[src/rtl/mux_feed_pkg.sv]
// Shared types and defaults for the mux feed arbiter: nibble width, FIFO depth
// and the arbiter FSM state encoding.
package mux_feed_pkg;

    localparam int DATA_W_DEFAULT = 4;
    localparam int DEPTH_DEFAULT  = 2;

    typedef enum logic [1:0] {
        IDLE   = 2'd0,
        SERVE0 = 2'd1,
        SERVE1 = 2'd2
    } state_t;

    // Map a channel index onto the state that serves it.
    function automatic state_t serve_state(input logic ch);
        return ch ? SERVE1 : SERVE0;
    endfunction

endpackage

[src/rtl/mux_feed_arbiter_fifo.sv]
// Per-channel nibble FIFO. The head entry is visible on rdata at all times,
// including when the FIFO is empty, so the downstream mux input never floats.
module feed_fifo #(
    parameter int DATA_W = 4,
    parameter int DEPTH  = 2
) (
    input  logic                     clk,
    input  logic                     reset,
    input  logic                     push,
    input  logic                     pop,
    input  logic [DATA_W-1:0]        wdata,
    output logic [DATA_W-1:0]        rdata,
    output logic [$clog2(DEPTH):0]   count,
    output logic                     full,
    output logic                     empty
);

    localparam int PTR_W = $clog2(DEPTH);
    localparam int CNT_W = PTR_W + 1;

    logic [DATA_W-1:0] mem_reg [DEPTH];
    logic [PTR_W-1:0]  wr_ptr_reg;
    logic [PTR_W-1:0]  rd_ptr_reg;
    logic [CNT_W-1:0]  count_reg;

    logic do_push;
    logic do_pop;

    assign full    = (count_reg == CNT_W'(DEPTH));
    assign empty   = (count_reg == '0);
    assign do_push = push && !full;
    assign do_pop  = pop && !empty;

    // Pointers wrap for free because DEPTH is a power of two.
    always_ff @(posedge clk) begin
        if (!reset) begin
            wr_ptr_reg <= '0;
            rd_ptr_reg <= '0;
            count_reg  <= '0;
        end else begin
            if (do_push) begin
                wr_ptr_reg <= wr_ptr_reg + 1'b1;
            end
            if (do_pop) begin
                rd_ptr_reg <= rd_ptr_reg + 1'b1;
            end
            case ({do_push, do_pop})
                2'b10:   count_reg <= count_reg + 1'b1;
                2'b01:   count_reg <= count_reg - 1'b1;
                default: count_reg <= count_reg;
            endcase
        end
    end

    genvar gi;
    generate
        for (gi = 0; gi < DEPTH; gi++) begin : g_entry
            always_ff @(posedge clk) begin
                if (!reset) begin
                    mem_reg[gi] <= '0;
                end else if (do_push && (wr_ptr_reg == PTR_W'(gi))) begin
                    mem_reg[gi] <= wdata;
                end
            end
        end
    endgenerate

    assign rdata = mem_reg[rd_ptr_reg];
    assign count = count_reg;

endmodule

[src/rtl/mux_feed_arbiter.sv]
// Round-robin feeder for the 4-bit 2:1 output mux: two buffered nibble streams,
// a registered select and out_valid, popped on an out_valid/out_ready handshake.
module mux_feed_arbiter
    import mux_feed_pkg::*;
#(
    parameter int DATA_W = DATA_W_DEFAULT,
    parameter int DEPTH  = DEPTH_DEFAULT
) (
    input  logic              clk,
    input  logic              reset,
    input  logic              in0_valid,
    input  logic [DATA_W-1:0] in0_data,
    output logic              in0_ready,
    input  logic              in1_valid,
    input  logic [DATA_W-1:0] in1_data,
    output logic              in1_ready,
    input  logic              out_ready,
    output logic              out_valid,
    output logic              sel,
    output logic [DATA_W-1:0] din_0,
    output logic [DATA_W-1:0] din_1
);

    localparam int PTR_W = $clog2(DEPTH);
    localparam int CNT_W = PTR_W + 1;

    state_t state_reg;
    logic   sel_reg;
    logic   out_valid_reg;
    logic   last_served_reg;

    logic [1:0]        ch_valid;
    logic [1:0]        ch_push;
    logic [1:0]        ch_pop;
    logic [1:0]        ch_full;
    logic [1:0]        ch_empty;
    logic [1:0]        ch_post_ne;
    logic [DATA_W-1:0] ch_wdata [2];
    logic [DATA_W-1:0] ch_rdata [2];
    logic [CNT_W-1:0]  ch_count [2];

    assign ch_valid    = {in1_valid, in0_valid};
    assign ch_wdata[0] = in0_data;
    assign ch_wdata[1] = in1_data;

    genvar gi;
    generate
        for (gi = 0; gi < 2; gi++) begin : g_ch
            // Ready is a function of occupancy only: a full FIFO never passes through.
            assign ch_push[gi] = ch_valid[gi] && !ch_full[gi];
            assign ch_pop[gi]  = out_valid_reg && out_ready && (sel_reg == 1'(gi));
            // Occupancy after this edge, counting same-edge pushes and pops.
            assign ch_post_ne[gi] = ch_push[gi]
                                 || (ch_count[gi] > CNT_W'(1))
                                 || (!ch_empty[gi] && !ch_pop[gi]);

            feed_fifo #(
                .DATA_W (DATA_W),
                .DEPTH  (DEPTH)
            ) u_fifo (
                .clk   (clk),
                .reset (reset),
                .push  (ch_push[gi]),
                .pop   (ch_pop[gi]),
                .wdata (ch_wdata[gi]),
                .rdata (ch_rdata[gi]),
                .count (ch_count[gi]),
                .full  (ch_full[gi]),
                .empty (ch_empty[gi])
            );
        end
    endgenerate

    always_ff @(posedge clk) begin
        if (!reset) begin
            state_reg       <= IDLE;
            sel_reg         <= 1'b0;
            out_valid_reg   <= 1'b0;
            last_served_reg <= 1'b1;
        end else begin
            case (state_reg)
                IDLE: begin
                    if (!ch_empty[0] && !ch_empty[1]) begin
                        state_reg     <= serve_state(~last_served_reg);
                        sel_reg       <= ~last_served_reg;
                        out_valid_reg <= 1'b1;
                    end else if (!ch_empty[0]) begin
                        state_reg     <= SERVE0;
                        sel_reg       <= 1'b0;
                        out_valid_reg <= 1'b1;
                    end else if (!ch_empty[1]) begin
                        state_reg     <= SERVE1;
                        sel_reg       <= 1'b1;
                        out_valid_reg <= 1'b1;
                    end
                end
                SERVE0, SERVE1: begin
                    // Without out_ready everything holds, keeping sel and din stable.
                    if (out_ready) begin
                        last_served_reg <= sel_reg;
                        if (ch_post_ne[~sel_reg]) begin
                            state_reg <= serve_state(~sel_reg);
                            sel_reg   <= ~sel_reg;
                        end else if (!ch_post_ne[sel_reg]) begin
                            state_reg     <= IDLE;
                            out_valid_reg <= 1'b0;
                        end
                    end
                end
                default: begin
                    state_reg     <= IDLE;
                    out_valid_reg <= 1'b0;
                end
            endcase
        end
    end

    assign in0_ready = !ch_full[0];
    assign in1_ready = !ch_full[1];
    assign out_valid = out_valid_reg;
    assign sel       = sel_reg;
    assign din_0     = ch_rdata[0];
    assign din_1     = ch_rdata[1];

endmodule

[config.mk]
export PLATFORM = sky130hd
export DESIGN_NAME = mux_feed_arbiter
export DESIGN_NICKNAME = d
export VERILOG_FILES = /design/src/rtl/mux_feed_pkg.sv /design/src/rtl/mux_feed_arbiter_fifo.sv /design/src/rtl/mux_feed_arbiter.sv
export SDC_FILE = /design/constraint.sdc
export NUM_CORES = 1
export LEC_CHECK = 0
export CORE_MARGIN = 5
export CORE_UTILIZATION = 55
export CTS_CLUSTER_SIZE = 10
export DETAILED_ROUTE_END_ITERATION = 10
export PLACE_DENSITY = 0.79
export SLEW_MARGIN = 20
export SYNTH_ARGS = -nofsm -noshare
export SYNTH_HDL_FRONTEND = slang
export SYNTH_HIERARCHICAL = 1
export SYNTH_SLANG_ARGS = --single-unit
[constraint.sdc]
create_clock -name clk -period 3.2 [get_ports clk]
set_input_delay 0.64 -clock clk [delete_from_list [all_inputs] [get_ports clk]]
set_output_delay 0.64 -clock clk [all_outputs]
set_load 0.02 [all_outputs]
==> impl_metrics.toml <==
[run_status]
status = "complete, no violations"

[critical_path]
startpoint_type = "register"
critPathCaptureType = "output pin"
crit_required_ns = 2.56
r2r_slack_ns = 1.01
crit_arrival_ns = 1.65
critical_path.max_fanout = 5
path_class = "reg2out"

[synth]
synth_nets = 192
ys_ff_latch = 31
syn_inst = 175
async_flop_share_pct = 0
synth_top_area_cell = "edfxtp_1"
ys_types = 42
synth_top_area_share_pct = 28.6
synth_area_per_cell_um2 = 9.59
synth.cell_area_um2 = 1680
synth_area_leaders = "edfxtp_1 29%, dfxtp_1 18%, nor2_1 5.6%, mux2_2 5.4%, nand2_1 5.1%"
ys.flop_type = "edfxtp_1"
synth_seq_area_share_pct = 46.5
ys_warn_count = 6
synth_edf_count = 16

[routing]
drt_first_pass_iters = 4
routed_via_density = 5.47
postRouteWirelength_um = 3170
drt_iter0_drc = 71
ant_nets = 0
drc_errors = 0
wire_per_inst_um = 13.5
vias = 1281

[cts]
cts_sinks = 31
cts_buffer_depth = 2
cts_root_buf = "clkbuf_4"
htreeDepth = 2
cts.hold.buffers_added = 0
clk_latency_ns = 0.33
cts.repair.resized = 0
cts_made_buffers = 5
post_cts_buffers = 0
tritoncts = "done"
clk_pin_slew_ns = 0.10

[power_and_ir_drop]
ir_drop_uv = 432
power_density_nw_per_um2 = 746
p_leak_uw = 0.000790

[sta]
tightestPinTransition_ns = 0.789
period_needed_ns = 2.29
finalMaxSlewViolations = 0
clock_skew_ns = 0.00957
fin_crit_sh_pct = 71.7
max_freq_ghz = 0.436
hold_viol = 0
max-slew-margin-rel_pct = 47.3
rsz0062_at_grt = "false"
setup_viol = 0
finalSetupTns_ns = 0

[hold_path]
min_path_type = "reg2reg"

[die]
boundaryPins = 25
core_region_area_um2 = 2980
fp-row-count = 20
floorplan.initialDensity_pct = 56.4
fp.dieW_um = 65.3
dieArea_um2 = 4260
die_h_um = 65.3

[layout]
final_util_pct = 67.0
largest_register_ff_count = 16
fin_nets = 217
drive_above_1_share_pct = 11.9
antennaDiodeCount = 0
areaGrowthSynthToFinish_pct = 18.9

[global_route]
grt_usage_pct = 16.6
grt_pass1_wl_um = 5500
grt_max_degree = 27
grt_pass1_vias = 1264
grt-ovfl-total = 0
antenna_found_initial = 0

[placement]
place.gp.congestion = 0.880
post-dp-hpwl_um = 2400
port_buffers = 24

[flow_run]
maxCapViolCount = 0
## through the flow
stage	setup slack [ns]	cells	instance area, µm²	hold slack [ns]	power [µW]
finish	0.906	234	2000	0.495	1490
global route	0.717	234	2000	0.520	1600
CTS	0.887	234	2000	0.498	1500
detailed placement	0.555	226	1920	0.482	1200
global placement	0.697	226	1920	0.469	1180
floorplan	1.24	175	1680	0.455	1050
## cells in the mapped netlist (4+ instances only)
master     n
mux2_2     8
nand3_1    6
edfxtp_1  16
ha_1       4
xnor2_1    6
nand2_1   23
nor2b_1    7
o21a_1     4
nor2_1    25
inv_1      9
o21ai_0    5
dfxtp_1   15
or3_1      4
a21oi_1    5
## worst max-delay path, cell delays in order (launching register included)
cell and delay (ns):
dfxtp_1 0.44, nand2b_4 0.19, inv_2 0.05, inv_1 0.04, clkdlybuf4s50_1 0.59
## per-layer routing
layer / vias to the layer above / share of wire (%) / track usage [%]
met5: - / 0 / 0
met4: 0 / 1.1 / 7.25
met3: 4 / 4.8 / 4.44
met2: 31 / 51 / 28.8
met1: 590 / 43 / 19.1
li1: 656 / - / -
## where the power goes
group          switching (µW)  total [µW]  internal (µW)  leakage [µW]
logic                     334         623            289      0.000454
clock network             134         294            161     0.0000426
registers                73.2         571            498      0.000293
total                     541        1490            947      0.000790
## cells in the final DEF (no fill, tap or decap), types with 2 or more instances in the layout
cell | netlist | final
mux2_2 | 8 | 8
dfxtp_1 | 15 | 15
nand2_1 | 23 | 23
edfxtp_1 | 16 | 16
ha_1 | 4 | 4
clkbuf_4 | 0 | 5
a21oi_1 | 5 | 5
a21boi_0 | 2 | 2
nor2b_1 | 7 | 7
clkdlybuf4s50_1 | 0 | 24
or3_1 | 4 | 4
and2_1 | 3 | 3
nor2_1 | 25 | 25
xnor2_1 | 6 | 6
inv_1 | 9 | 9
a21boi_1 | 2 | 2
mux2i_1 | 3 | 3
inv_2 | 2 | 2
o21a_1 | 4 | 4
nand3_1 | 6 | 6
o21ai_0 | 5 | 5
## path summary, 6_finish.rpt
| kind | from | end | cells after the start |
|---|---|---|---|
| max | g_ch[1].u_fifo/count[0] | in1_ready | 4 |
| min | state_reg[1] | state_reg[1] | 2 |
| max reg2reg | g_ch[1].u_fifo/count[0] | g_ch[1].u_fifo/count[1] | 7 |
| min reg2reg | state_reg[1] | state_reg[1] | 2 |
## cell type report
type                            instances  area, µm²
Timing Repair Buffer                   24        240
Inverter                               11       41.3
Clock buffer                            5       37.5
Tap cell                               33       41.3
Multi-Input combinational cell        127        816
Clock inverter                          3       38.8
Fill cell                             241        982
Sequential cell                        31        781
## cell families after synthesis
family                   Yosys count  share of synthesized area (%)
XOR/XNOR                           6                           3.13
buffers and inverters             17                           4.92
AND/OR/NAND/NOR                   77                           22.4
multiplexers                      11                           7.15
flip-flops                        31                           46.5
adder cells (fa/ha/maj)            4                           2.98
AO/OA/AOI/OAI                     29                           13.0
Power figures use the tool's default switching activity.
